File: config.mk
export PLATFORM = sky130hd
export DESIGN_NAME = bnn_conv_acc_flat
export DESIGN_NICKNAME = d
export VERILOG_FILES = /design/src/rtl/bnn_conv_acc_if.sv /design/src/rtl/bnn_conv_acc.sv /design/src/flat_wrapper.sv
export SDC_FILE = /design/constraint.sdc
export NUM_CORES = 1
export LEC_CHECK = 0
export CAP_MARGIN = 20
export CORE_ASPECT_RATIO = 0.9
export CORE_MARGIN = 3
export CORE_UTILIZATION = 50
export CTS_CLUSTER_DIAMETER = 60
export DETAILED_ROUTE_END_ITERATION = 7
export GPL_ROUTABILITY_DRIVEN = 0
export PLACE_DENSITY = 0.85
export SYNTH_ARGS = -nofsm -noshare
export SYNTH_HDL_FRONTEND = slang
export SYNTH_SLANG_ARGS = --single-unit
File: constraint.sdc
create_clock -name iCLK -period 6.8 [get_ports iCLK]
set_input_delay 0.68 -clock iCLK [delete_from_list [all_inputs] [get_ports iCLK]]
set_output_delay 0.68 -clock iCLK [all_outputs]
set_load 0.02 [all_outputs]
File: src/rtl/bnn_conv_acc_if.sv
// Pixel-in / window-sum-out bundle for the binary 3x3 convolution accumulator.
// Carries the frame-start/valid qualified pixel stream, kernel and threshold in,
// and the registered sum, binarised bit, valid and end-of-frame strobes out.
interface bnn_conv_acc_if #(
    parameter int CH = 4,
    parameter int OL = 7
);
    logic                 iSTART;
    logic                 iVALID;
    logic [CH-1:0]        iDATA;
    logic [9*CH-1:0]      iWEIGHT;
    logic signed [OL-1:0] iTHRESH;
    logic signed [OL-1:0] oDATA;
    logic                 oBIN;
    logic                 oVALID;
    logic                 oDONE;

    modport master (
        output iSTART, iVALID, iDATA, iWEIGHT, iTHRESH,
        input  oDATA, oBIN, oVALID, oDONE
    );

    modport slave (
        input  iSTART, iVALID, iDATA, iWEIGHT, iTHRESH,
        output oDATA, oBIN, oVALID, oDONE
    );
endinterface

File: src/rtl/bnn_conv_acc.sv
// Binary 3x3 XNOR-popcount convolution over CH channels with signed threshold.
// Latency: one cycle from pixel acceptance to oVALID/oDATA/oBIN/oDONE.
// No backpressure: pixels are taken whenever iVALID is high; stalls of any length are free.
module bnn_conv_acc #(
    parameter int IMG_W = 14,
    parameter int IMG_H = 14,
    parameter int CH    = 4,
    parameter int OL    = 7
) (
    input  logic          iCLK,
    input  logic          iRST,
    bnn_conv_acc_if.slave bus
);
    // One shift chain per channel: taps 0..2 are the newest row of the window,
    // IMG_W..IMG_W+2 the row above and 2*IMG_W..2*IMG_W+2 two rows up. The bits
    // between the tap groups are the two line buffers of IMG_W-3 bits each.
    localparam int SR_LEN = 2 * IMG_W + 3;
    localparam int CW     = (IMG_W > 1) ? $clog2(IMG_W) : 1;
    localparam int RW     = (IMG_H > 1) ? $clog2(IMG_H) : 1;

    localparam logic [CW-1:0] COL_LAST = CW'(IMG_W - 1);
    localparam logic [RW-1:0] ROW_LAST = RW'(IMG_H - 1);
    localparam logic [OL-1:0] SUM_BIAS = OL'(9 * CH);

    logic [SR_LEN-1:0] winSr   [CH];
    logic [SR_LEN-1:0] nextSr  [CH];
    logic [CW-1:0]     colCnt;
    logic [RW-1:0]     rowCnt;
    logic [CW-1:0]     curCol;
    logic [RW-1:0]     curRow;
    logic [CW-1:0]     nxtCol;
    logic [RW-1:0]     nxtRow;
    logic              winValid;
    logic              lastPix;
    logic [OL-1:0]     popSum;
    logic [OL-1:0]     sumVal;
    logic              binVal;

    // Position of the pixel on the bus: iSTART overrides the counters to (0,0).
    always_comb begin
        curCol   = bus.iSTART ? '0 : colCnt;
        curRow   = bus.iSTART ? '0 : rowCnt;
        winValid = (curRow >= RW'(2)) && (curCol >= CW'(2));
        lastPix  = (curRow == ROW_LAST) && (curCol == COL_LAST);
        if (curCol == COL_LAST) begin
            nxtCol = '0;
            nxtRow = (curRow == ROW_LAST) ? '0 : curRow + RW'(1);
        end else begin
            nxtCol = curCol + CW'(1);
            nxtRow = curRow;
        end
    end

    // Window contents as they will be after accepting the current pixel.
    always_comb begin
        for (int c = 0; c < CH; c++) begin
            nextSr[c] = {winSr[c][SR_LEN-2:0], bus.iDATA[c]};
        end
    end

    // XNOR popcount across all channels, then map to +/-1 arithmetic and threshold.
    // Sum fits OL bits exactly, so modular subtraction yields the signed result.
    always_comb begin
        popSum = '0;
        for (int c = 0; c < CH; c++) begin
            for (int k = 0; k < 9; k++) begin
                popSum = popSum + {{(OL-1){1'b0}},
                    ~(nextSr[c][(k / 3) * IMG_W + (k % 3)] ^ bus.iWEIGHT[9 * c + k])};
            end
        end
        sumVal = (popSum << 1) - SUM_BIAS;
        binVal = ($signed(sumVal) >= bus.iTHRESH);
    end

    // Pixel shift chains and raster counters; iSTART alone just rewinds the counters.
    always_ff @(posedge iCLK or negedge iRST) begin
        if (!iRST) begin
            for (int c = 0; c < CH; c++) begin
                winSr[c] <= '0;
            end
            colCnt <= '0;
            rowCnt <= '0;
        end else if (bus.iVALID) begin
            for (int c = 0; c < CH; c++) begin
                winSr[c] <= nextSr[c];
            end
            colCnt <= nxtCol;
            rowCnt <= nxtRow;
        end else if (bus.iSTART) begin
            colCnt <= '0;
            rowCnt <= '0;
        end
    end

    // Registered result; data/bin hold their last value when no window completes.
    always_ff @(posedge iCLK or negedge iRST) begin
        if (!iRST) begin
            bus.oDATA  <= '0;
            bus.oBIN   <= 1'b0;
            bus.oVALID <= 1'b0;
            bus.oDONE  <= 1'b0;
        end else begin
            bus.oVALID <= bus.iVALID && winValid;
            bus.oDONE  <= bus.iVALID && winValid && lastPix;
            if (bus.iVALID && winValid) begin
                bus.oDATA <= $signed(sumVal);
                bus.oBIN  <= binVal;
            end
        end
    end
endmodule

File: src/flat_wrapper.sv
// flat-port wrapper written by rule: the top's interface ports become plain ports
module bnn_conv_acc_flat 
#(
    parameter int IMG_W = 14,
    parameter int IMG_H = 14,
    parameter int CH    = 4,
    parameter int OL    = 7
)
  (iCLK, iRST, bus_iSTART, bus_iVALID, bus_iDATA, bus_iWEIGHT, bus_iTHRESH, bus_oDATA, bus_oBIN, bus_oVALID, bus_oDONE);
  bnn_conv_acc_if #(.CH(CH), .OL(OL)) bus_i ();
  input  logic iCLK;
  input  logic iRST;
  input wire logic [$bits(bus_i.iSTART)-1:0] bus_iSTART;
  input wire logic [$bits(bus_i.iVALID)-1:0] bus_iVALID;
  input wire logic [$bits(bus_i.iDATA)-1:0] bus_iDATA;
  input wire logic [$bits(bus_i.iWEIGHT)-1:0] bus_iWEIGHT;
  input wire logic [$bits(bus_i.iTHRESH)-1:0] bus_iTHRESH;
  output wire logic [$bits(bus_i.oDATA)-1:0] bus_oDATA;
  output wire logic [$bits(bus_i.oBIN)-1:0] bus_oBIN;
  output wire logic [$bits(bus_i.oVALID)-1:0] bus_oVALID;
  output wire logic [$bits(bus_i.oDONE)-1:0] bus_oDONE;
  assign bus_i.iSTART = bus_iSTART;
  assign bus_i.iVALID = bus_iVALID;
  assign bus_i.iDATA = bus_iDATA;
  assign bus_i.iWEIGHT = bus_iWEIGHT;
  assign bus_i.iTHRESH = bus_iTHRESH;
  assign bus_oDATA = bus_i.oDATA;
  assign bus_oBIN = bus_i.oBIN;
  assign bus_oVALID = bus_i.oVALID;
  assign bus_oDONE = bus_i.oDONE;
  bnn_conv_acc #(.IMG_W(IMG_W), .IMG_H(IMG_H), .CH(CH), .OL(OL)) u_core (.iCLK(iCLK), .iRST(iRST), .bus(bus_i));
endmodule
Word-level counts from Yosys, hierarchy flattened
Cells that the tools add are included.
{"block": "word_totals", "word_cells": 136, "register_bits": 138, "mem_count": 0, "inputBits": 51, "latchBits": 0, "output_inout_bits": 10, "ram_bits": 0, "romBits": 0}
{"block": "classes", "bitwise": 72, "reduce_logical": 4, "n_div": 0, "n_mux": 7, "shifts": 0, "addsub": 38, "n_mul": 0, "order_cmp": 3, "eq_ne": 2}
{"operator": "6-bit by 1-bit adder with 6-bit output", "count": 34}
{"operator": "1-bit NOT", "count": 36}
{"operator": "1-bit XOR", "count": 36}
{"operator": "4-bit 2-to-1 mux", "count": 7}
{"operator": "4-bit by 1-bit adder with 4-bit output (second input constant)", "count": 2}
{"operator": "4-bit == test (second input constant)", "count": 2}
{"operator": "4-bit by 2-bit >= comparator with 1-bit output (second input constant)", "count": 2}
{"operator": "7-bit >= comparator", "count": 1}
{"operator": "7-bit by 6-bit subtractor with 7-bit output (second input constant)", "count": 1}
{"operator": "1-bit logical AND", "count": 4}
{"operator": "1-bit by 1-bit adder with 2-bit output", "count": 1}

Depth between registers and ports, before layout
Gate-level depths: netlist of run 1.
{"block": "depth", "ltp_word": 39, "depth_mapped": 25, "ltp_nobuf": 25}

Least setup slack after synthesis of run 1
No wires, ideal clock.
{"block": "synth_path", "path_type": "in2reg", "from": "in bus_iWEIGHT[1]", "to": "reg u_core.bus.oBIN", "n_path_buf": 0, "cell_stages": 21, "setup_ps": 82, "arrival_ps": 6765, "required_time_ps": 6718, "slack_ps": -47, "cell_sequence": "xnor2_1 > ha_1 > inv_1 > fa_1 > fa_1 > fa_1 > fa_1 > fa_1 > inv_1 > fa_1 > fa_1 > fa_1 > xnor2_1 > ha_1 > and3_1 > a211oi_1 > o211ai_1 > ha_1 > nor3b_1 > nand4_1 > a31oi_1"}
{"block": "synth_between", "elab_chain_len": 39}
{"element": "start: declaration", "line": "flat_wrapper.sv:16", "rtl": "input wire logic [$bits(bus_i.iWEIGHT)-1:0] bus_iWEIGHT;"}
{"element": "1-bit XOR", "line": "bnn_conv_acc.sv:68", "rtl": "~(nextSr[c][(k / 3) * IMG_W + (k % 3)] ^ bus.iWEIGHT[9 * c + k])};"}
{"element": "1-bit NOT", "line": "bnn_conv_acc.sv:68"}
{"element": "1-bit by 1-bit adder with 2-bit output", "line": "bnn_conv_acc.sv:67", "rtl": "popSum = popSum + {{(OL-1){1'b0}},"}
{"element": "6-bit by 1-bit adder with 6-bit output (34 in series)", "line": "bnn_conv_acc.sv:67"}
{"element": "7-bit by 6-bit subtractor with 7-bit output", "line": "bnn_conv_acc.sv:71", "rtl": "sumVal = (popSum << 1) - SUM_BIAS;"}
{"element": "named net u_core.sumVal[6]", "line": "bnn_conv_acc.sv:36", "rtl": "logic [OL-1:0] sumVal;"}
{"element": "7-bit >= comparator", "line": "bnn_conv_acc.sv:72", "rtl": "binVal = ($signed(sumVal) >= bus.iTHRESH);"}
{"element": "end signal: assignment", "line": "bnn_conv_acc.sv:107", "rtl": "bus.oBIN <= binVal;"}
{"element": "end: declaration", "line": "bnn_conv_acc_if.sv:25", "rtl": "output oDATA, oBIN, oVALID, oDONE"}
The timed path passes the listed nets, and every way through them passes these cells.
A chain may end at the register's enable or synchronous reset.

Final worst setup path of run 1
{"block": "layout_path", "from": "reg u_core.winSr (netlist bit u_core.nextSr[94])", "to": "reg u_core.bus.oBIN"}
{"block": "layout_between", "elab_chain_len": 39}
{"element": "start: declaration", "line": "bnn_conv_acc.sv:25", "rtl": "logic [SR_LEN-1:0] winSr [CH];"}
{"element": "start signal: indexed assignment", "line": "bnn_conv_acc.sv:85", "rtl": "winSr[c] <= nextSr[c];"}
{"element": "1-bit XOR", "line": "bnn_conv_acc.sv:68"}
{"element": "1-bit NOT", "line": "bnn_conv_acc.sv:68"}
{"element": "1-bit by 1-bit adder with 2-bit output", "line": "bnn_conv_acc.sv:67"}
{"element": "6-bit by 1-bit adder with 6-bit output (34 in series)", "line": "bnn_conv_acc.sv:67"}
{"element": "7-bit by 6-bit subtractor with 7-bit output", "line": "bnn_conv_acc.sv:71"}
{"element": "named net u_core.sumVal[2]", "line": "bnn_conv_acc.sv:36"}
{"element": "7-bit >= comparator", "line": "bnn_conv_acc.sv:72"}
The timed path passes the listed nets, and every way through them passes these cells.

==> metrics, run 1 <==
n_diodes=0; first-pass GRT wire length=approximately 20000 microns; Max Root-Sink Buffers=2; sequential area share after synthesis=0.520; die area=around 15000 sq um; # DRC=0; vias per std cell=about 5.1; CTS root buffer=clkbuf_16; Final nets=640; worst-margin pin slew=0.809 ns; CTS H-tree lvls=4; # IOs=61; Core Region=around 13000 sq um; CP peak stage delay=about 0.56 ns; area grow syn2layout=21.8%; TritonCTS clock tree=built; largest net degree at the start of global routing=83; WHS=0.305 ns; clk slew on worst S/H paths=0.06 ns; share of post-route cells with drive strength above 1=0.330; GRT Util Overall=0.173; antenna violations before repair=0; HP Class=in -> async; Die Y-Extent=115 microns; vias=approximately 3700; worst reg2reg startpoint=u_core.nextSr[94]; r2r endpoint=u_core.bus.oBIN; row count=39; PnR worst setup slack=0.127 ns; Worst path most repeated cell=fa_1; DR iter-0 viols=between 150 and 200; most frequent cells in the layout=137 x dfrtp_1, 126 x mux2_2, 54 x clkdlybuf4s50_1, 38 x inv_1, 26 x fa_1; post-synthesis net count=568; reg2reg path depth=22; CP cell instances=xnor2_2 > ha_1 > inv_2 > fa_1 > fa_1 > fa_1 > fa_1 > fa_1 > inv_2 > fa_1 > fa_2 > fa_2 > inv_2 > ha_4 > buf_4 > xnor2_1 > ha_1 > nand2_2 > o21ai_2 > nand2_1 > a31o_2 > a31oi_1; commonest non-fill, non-tap cell in the layout=dfrtp_1; Fillers=between 900 and 1000; Multi-input gate area=around 3000 sq um; Die Wd=127 microns; YS warnings=0; number of global-route vias before repair=about 4200; register area=~3400 sq um; dpl hpwl=approximately 8000 microns; final wirelength=between 10000 and 15000 microns; GRT overflow=0; # hold bufs at CTS=0; critical path startpoint category=register; Worst-Skew Late Latency=slightly above 0.4 ns; pre-CTS setup slack=-0.684 ns; clock sinks=137; CTS buffer count=17; Initial Util=0.516; CP arrival=~7.0 ns; nature of the critical path endpoint=register; number of max-cap violations=0; IO Port Bufs=59; CP max FO=3; Yosys reg bits=~140; max-slew violation count=0; antenna viol nets, final=0; outcome=finished clean; Yosys cell types=34; final setup violation count=0; CP Data Required Time=about 7.1 ns; Synth Cell Area=~6600 sq um; syn avg cell area=~14 sq um; skew final=0.00680 ns; gate count after technology mapping=about 470; fmax=roughly 150 MHz; endpoints failing hold=0; DRT Pass-1 Iters=5; min Tclk post-route=between 6 and 7 ns; drt wl/cell=between 15 and 20 microns; Slowest-stage cell, CP=fa_2; final worst-path cycle share=0.981; max_slew headroom=0.461; unrepaired setup endpoints after global routing=true; R2R setup slack=about 0.13 ns; critical path class=reg -> reg
-- logic make-up after synthesis --
kind of cell / count (synthesis) / synth area share
fa+ha+maj: 43 / 0.114
compound gates: 20 / 0.0186
xor+xnor: 43 / 0.0571
other cells: 1 / 0.000569
simple gates: 44 / 0.0366
buf+inv: 58 / 0.0351
flops: 137 / 0.520
mux: 128 / 0.218
-- critical path, delay by kind of cell (launching register included) --
kind,cells,cell delay (ns)
AOI/OAI and AO/OA,3,0.54
xor gates and xnor gates,2,0.29
adders and majority gates,11,4.88
buffers and inverters,4,0.30
DFF,1,0.42
and+or+nand+nor,2,0.16
-- flip-flops by register name, indices dropped and copies added, names as in the netlist --
register / count
u_core.nextSr: 120
u_core.bus.oBIN: 1
u_core.colCnt: 4
u_core.bus.oDATA: 6
u_core.bus.oDONE: 1
u_core.rowCnt: 4
u_core.bus.oVALID: 1
-- final cells by class --
cell class	count	area share
Multi-Input combinational cell	279	0.374
Clock inverter	11	0.0125
Inverter	41	0.0192
Clock buffer	19	0.0552
Tap cell	164	0.0256
Timing Repair Buffer	70	0.0866
Sequential cell	137	0.427
-- worst max-delay path by stage --
stage / start / endpoint
CTS: bus_iDATA[0] / u_core.bus.oBIN
detailed placement: bus_iDATA[0] / u_core.bus.oBIN
global placement: bus_iDATA[0] / u_core.bus.oBIN
floorplan: bus_iWEIGHT[1] / u_core.bus.oBIN
global route: u_core.nextSr[94] / u_core.bus.oBIN
finish: u_core.nextSr[94] / u_core.bus.oBIN
-- what timing repair did --
item | 4_1_cts | 5_1_grt
buffers inserted | 2 | 2
pin swaps | 12 | 16
endpoints found under the setup margin | 1 | 1
resized for setup | 6 | 13
-- routing by layer --
| metal | track usage | up-vias | wire, microns |
|---|---|---|---|
| met5 | 0 | - | 0 |
| met1 | 0.211 | 1893 | 5000 |
| li1 | - | 1741 | - |
| met3 | 0.0488 | 8 | 430 |
| met4 | 0.0579 | 0 | 57 |
| met2 | 0.301 | 59 | 6210 |
-- through the flow --
| stage | utilization | TNS, ns | instance area, sq um | instances |
|---|---|---|---|---|
| 2_1_floorplan | - | 0 | 6600 | 474 |
| 3_3_place_gp | 0.575 | -0.579 | 7350 | 686 |
| 3_5_place_dp | 0.575 | -0.897 | 7350 | 686 |
| 4_1_cts | 0.620 | 0 | 7930 | 718 |
| 5_1_grt | 0.628 | -0.126 | 8030 | 721 |
| 6_report | 0.628 | 0 | 8030 | 721 |
-- synthesized netlist by cell type --
cell | instances | area [sq um]
a211oi_1 | 2 | 15.0
a21o_1 | 2 | 15.0
a21oi_1 | 8 | 40.0
a31o_2 | 1 | 8.76
a31oi_1 | 2 | 12.5
and2_1 | 1 | 6.26
and3_1 | 2 | 12.5
buf_2 | 8 | 40.0
buf_4 | 1 | 7.51
clkbuf_1 | 8 | 30.0
conb_1 | 1 | 3.75
dfrtp_1 | 137 | 3430
fa_1 | 28 | 561
ha_1 | 15 | 188
inv_1 | 41 | 154
mux2_2 | 126 | 1420
mux2i_1 | 2 | 20.0
nand2_1 | 9 | 33.8
nand2b_1 | 1 | 6.26
nand3_1 | 4 | 20.0
nand4_1 | 1 | 6.26
nand4b_1 | 2 | 17.5
nor2_1 | 11 | 41.3
nor2_2 | 1 | 6.26
nor2b_1 | 2 | 12.5
nor3_1 | 4 | 20.0
nor3b_1 | 3 | 22.5
nor4_1 | 2 | 12.5
nor4b_4 | 1 | 23.8
o211ai_1 | 1 | 7.51
o21ai_0 | 3 | 15.0
o32ai_1 | 1 | 8.76
xnor2_1 | 20 | 175
xor2_1 | 23 | 201
Power of run 1 is left out: the tool's default activity adds up to more than one toggle a clock period on the data nets, which glitch-free logic cannot reach.
==> run 2: changes to the inputs <==
Settings changed: HOLD_SLACK_MARGIN set to 0.05.
==> results of run 2 <==
The final DEF is identical to that of run 1; final timing and power are the same.
Power of run 2 is left out for the same reason.
==> run 3: changes to the inputs <==
Settings changed: CORE_MARGIN 3 to 4.
==> run 3 against run 2 <==
  * Non-clock buffer count rose by 2
  * Die area grew 3.3%
  * Utilization increased by 0.62 points
  * Sequential share of layout area shrank 0.42 points
  * Maximum frequency increased by 0.65%
  * Cell area increased by 0.98%
  * Worst hold slack improved by 0.042 ns
  * Largest cell class unchanged
  * Global-route usage fell by 0.50 points
  * Critical endpoint unchanged
  * Clock skew is essentially flat
==> metrics, run 3 (synthesized netlist as in run 1, its figures left out) <==
register area=3430 sq um (unchanged); CTS H-tree lvls=4 (unchanged); DR iter-0 viols=108 (-37%); area grow syn2layout=23.0%; CP arrival=6.89 ns (-0.11 ns); critical path startpoint category=input pin; # DRC=0 (unchanged); clock sinks=137 (unchanged); CP cell instances=clkdlybuf4s50_1 > xor2_1 > fa_1 > fa_1 > fa_1 > fa_1 > fa_1 > inv_1 > fa_1 > fa_2 > fa_2 > xnor2_4 > ha_4 > buf_4 > xnor2_2 > ha_1 > a21oi_1 > o21ai_2 > nand2_1 > a31o_2 > a31oi_1; PnR worst setup slack=0.170 ns (+0.0430 ns); final worst-path cycle share=0.975 (-0.00633); most frequent cells in the layout=137 x dfrtp_1, 126 x mux2_2, 52 x clkdlybuf4s50_1, 40 x inv_1, 26 x fa_1; n_diodes=0 (unchanged); clk slew on worst S/H paths=0.05 ns (about the same); CTS root buffer=clkbuf_16; Worst-Skew Late Latency=0.41 ns (about the same); vias per std cell=5.15 (+0.42%); CP Data Required Time=7.06 ns (-0.07 ns); vias=3737 (+0.97%); post-route insts no fill=725 (+0.55%); GRT Util Overall=0.168 (-0.00501); min Tclk post-route=6.63 ns (-0.0430 ns); max_slew headroom=0.358 (-0.103); Core Region=12800 sq um (unchanged); Largest delay share family, worst path=adder cells; placed cells=690 (+0.58%); # hold bufs at CTS=0 (unchanged); row count=39 (unchanged); antenna violations before repair=0 (unchanged); worst-margin pin slew=0.963 ns (+0.154 ns); Util after Layout=0.634 (+0.00617); dpl hpwl=8270 microns (+2.4%); CTS buffer count=17 (unchanged); Buf+Inv Stages, Crit Path=3 (-1); skew final=0.00687 ns (+0.0000642 ns); Multi-input gate area=3030 sq um (+1.0%); IO Port Bufs=59 (unchanged); max-slew violation count=0 (unchanged); final setup violation count=0 (unchanged); CP max FO=3 (unchanged); nature of the critical path endpoint=register; GRT overflow=0 (unchanged); TritonCTS clock tree=built; number of max-cap violations=0 (unchanged); Worst path most repeated cell=fa_1; # IOs=61 (unchanged); Initial Util=0.516 (unchanged); antenna viol nets, final=0 (unchanged); outcome=finished clean; endpoints failing hold=0 (unchanged); largest net degree at the start of global routing=82 (-1.2%); DRT Pass-1 Iters=4 (-1); Die Wd=129 microns (+1.6%); Post-DP Area=7380 sq um (+0.41%); number of global-route vias before repair=4166 (-0.50%); pre-CTS setup slack=-0.746 ns (-0.0620 ns); Max Root-Sink Buffers=2 (unchanged); commonest non-fill, non-tap cell in the layout=dfrtp_1; design area=8110 sq um (+0.98%); fmax=151 MHz (+0.65%); CP peak stage delay=0.56 ns (about the same); die area=15100 sq um (+3.3%); drt wl/cell=16.2 microns (about the same); Fillers=921 (-2.1%); first-pass GRT wire length=19700 microns (-0.35%); Slowest-stage cell, CP=fa_1; Final nets=642 (+0.31%); share of post-route cells with drive strength above 1=0.340 (+0.0101); final wirelength=11800 microns (+0.48%); Die Y-Extent=117 microns (+1.7%); critical path class=in -> reg; max reg flops=120 (unchanged); HP Class=in -> async
==> run 3: cell count changes in the layout (fill, tap and decap cells not counted), sizes merged <==
| cell | change |
|---|---|
| clkinvlp | -1 |
| buf | +2 |
| clkdlybuf4s50 | -2 |
| bufinv | +2 |
| clkinv | -2 |
| clkbuf | +5 |
==> run 3: layout make-up <==
class	count	area share
well taps	164	0.0253
clock buffers	22	0.0573
inverters	41	0.0190
clock inverters	10	0.0176
multi-input cells	279	0.374
repair buffers	72	0.0840
flip-flops and latches	137	0.423
==> run 3: layer usage <==
layer,share of wire,wire (microns),track usage
met5,0,0,0
met3,0.038,451,0.0372
met1,0.42,4930,0.209
met2,0.53,6240,0.293
met4,0.011,126,0.0609
==> run 3: per-stage QoR <==
step | TNS, ns | hold WS [ns]
finish | 0 | 0.346
global route | -0.0171 | 0.419
CTS | 0 | 0.372
detailed placement | -1.05 | 0.488
global placement | -0.605 | 0.483
floorplan | 0 | 0.384
==> run 3: worst paths after layout <==
| check | to | cells past startpoint | startpoint | slack (ns) |
|---|---|---|---|---|
| min in group iCLK | u_core.nextSr[114] | 1 | u_core.nextSr[113] | 0.50 |
| worst max register to register | u_core.bus.oBIN | 22 | u_core.nextSr[94] | 0.22 |
| worst max-delay path | u_core.bus.oBIN | 21 | bus_iWEIGHT[23] | 0.17 |
| worst min register to register | u_core.nextSr[114] | 1 | u_core.nextSr[113] | 0.50 |
| max in group asynchronous | u_core.nextSr[8] | 2 | iRST | 5.02 |
| worst min-delay path | u_core.bus.oDATA[1] | 1 | iRST | 0.35 |
==> run 3: what timing repair did <==
item / 4_1_cts / 5_1_grt
resized for setup: 7 / 19
setup buffers: 2 / 1
pin swaps: 7 / 19
endpoints found under the setup margin: 1 / 1
Power of run 3 is left out for the same reason.
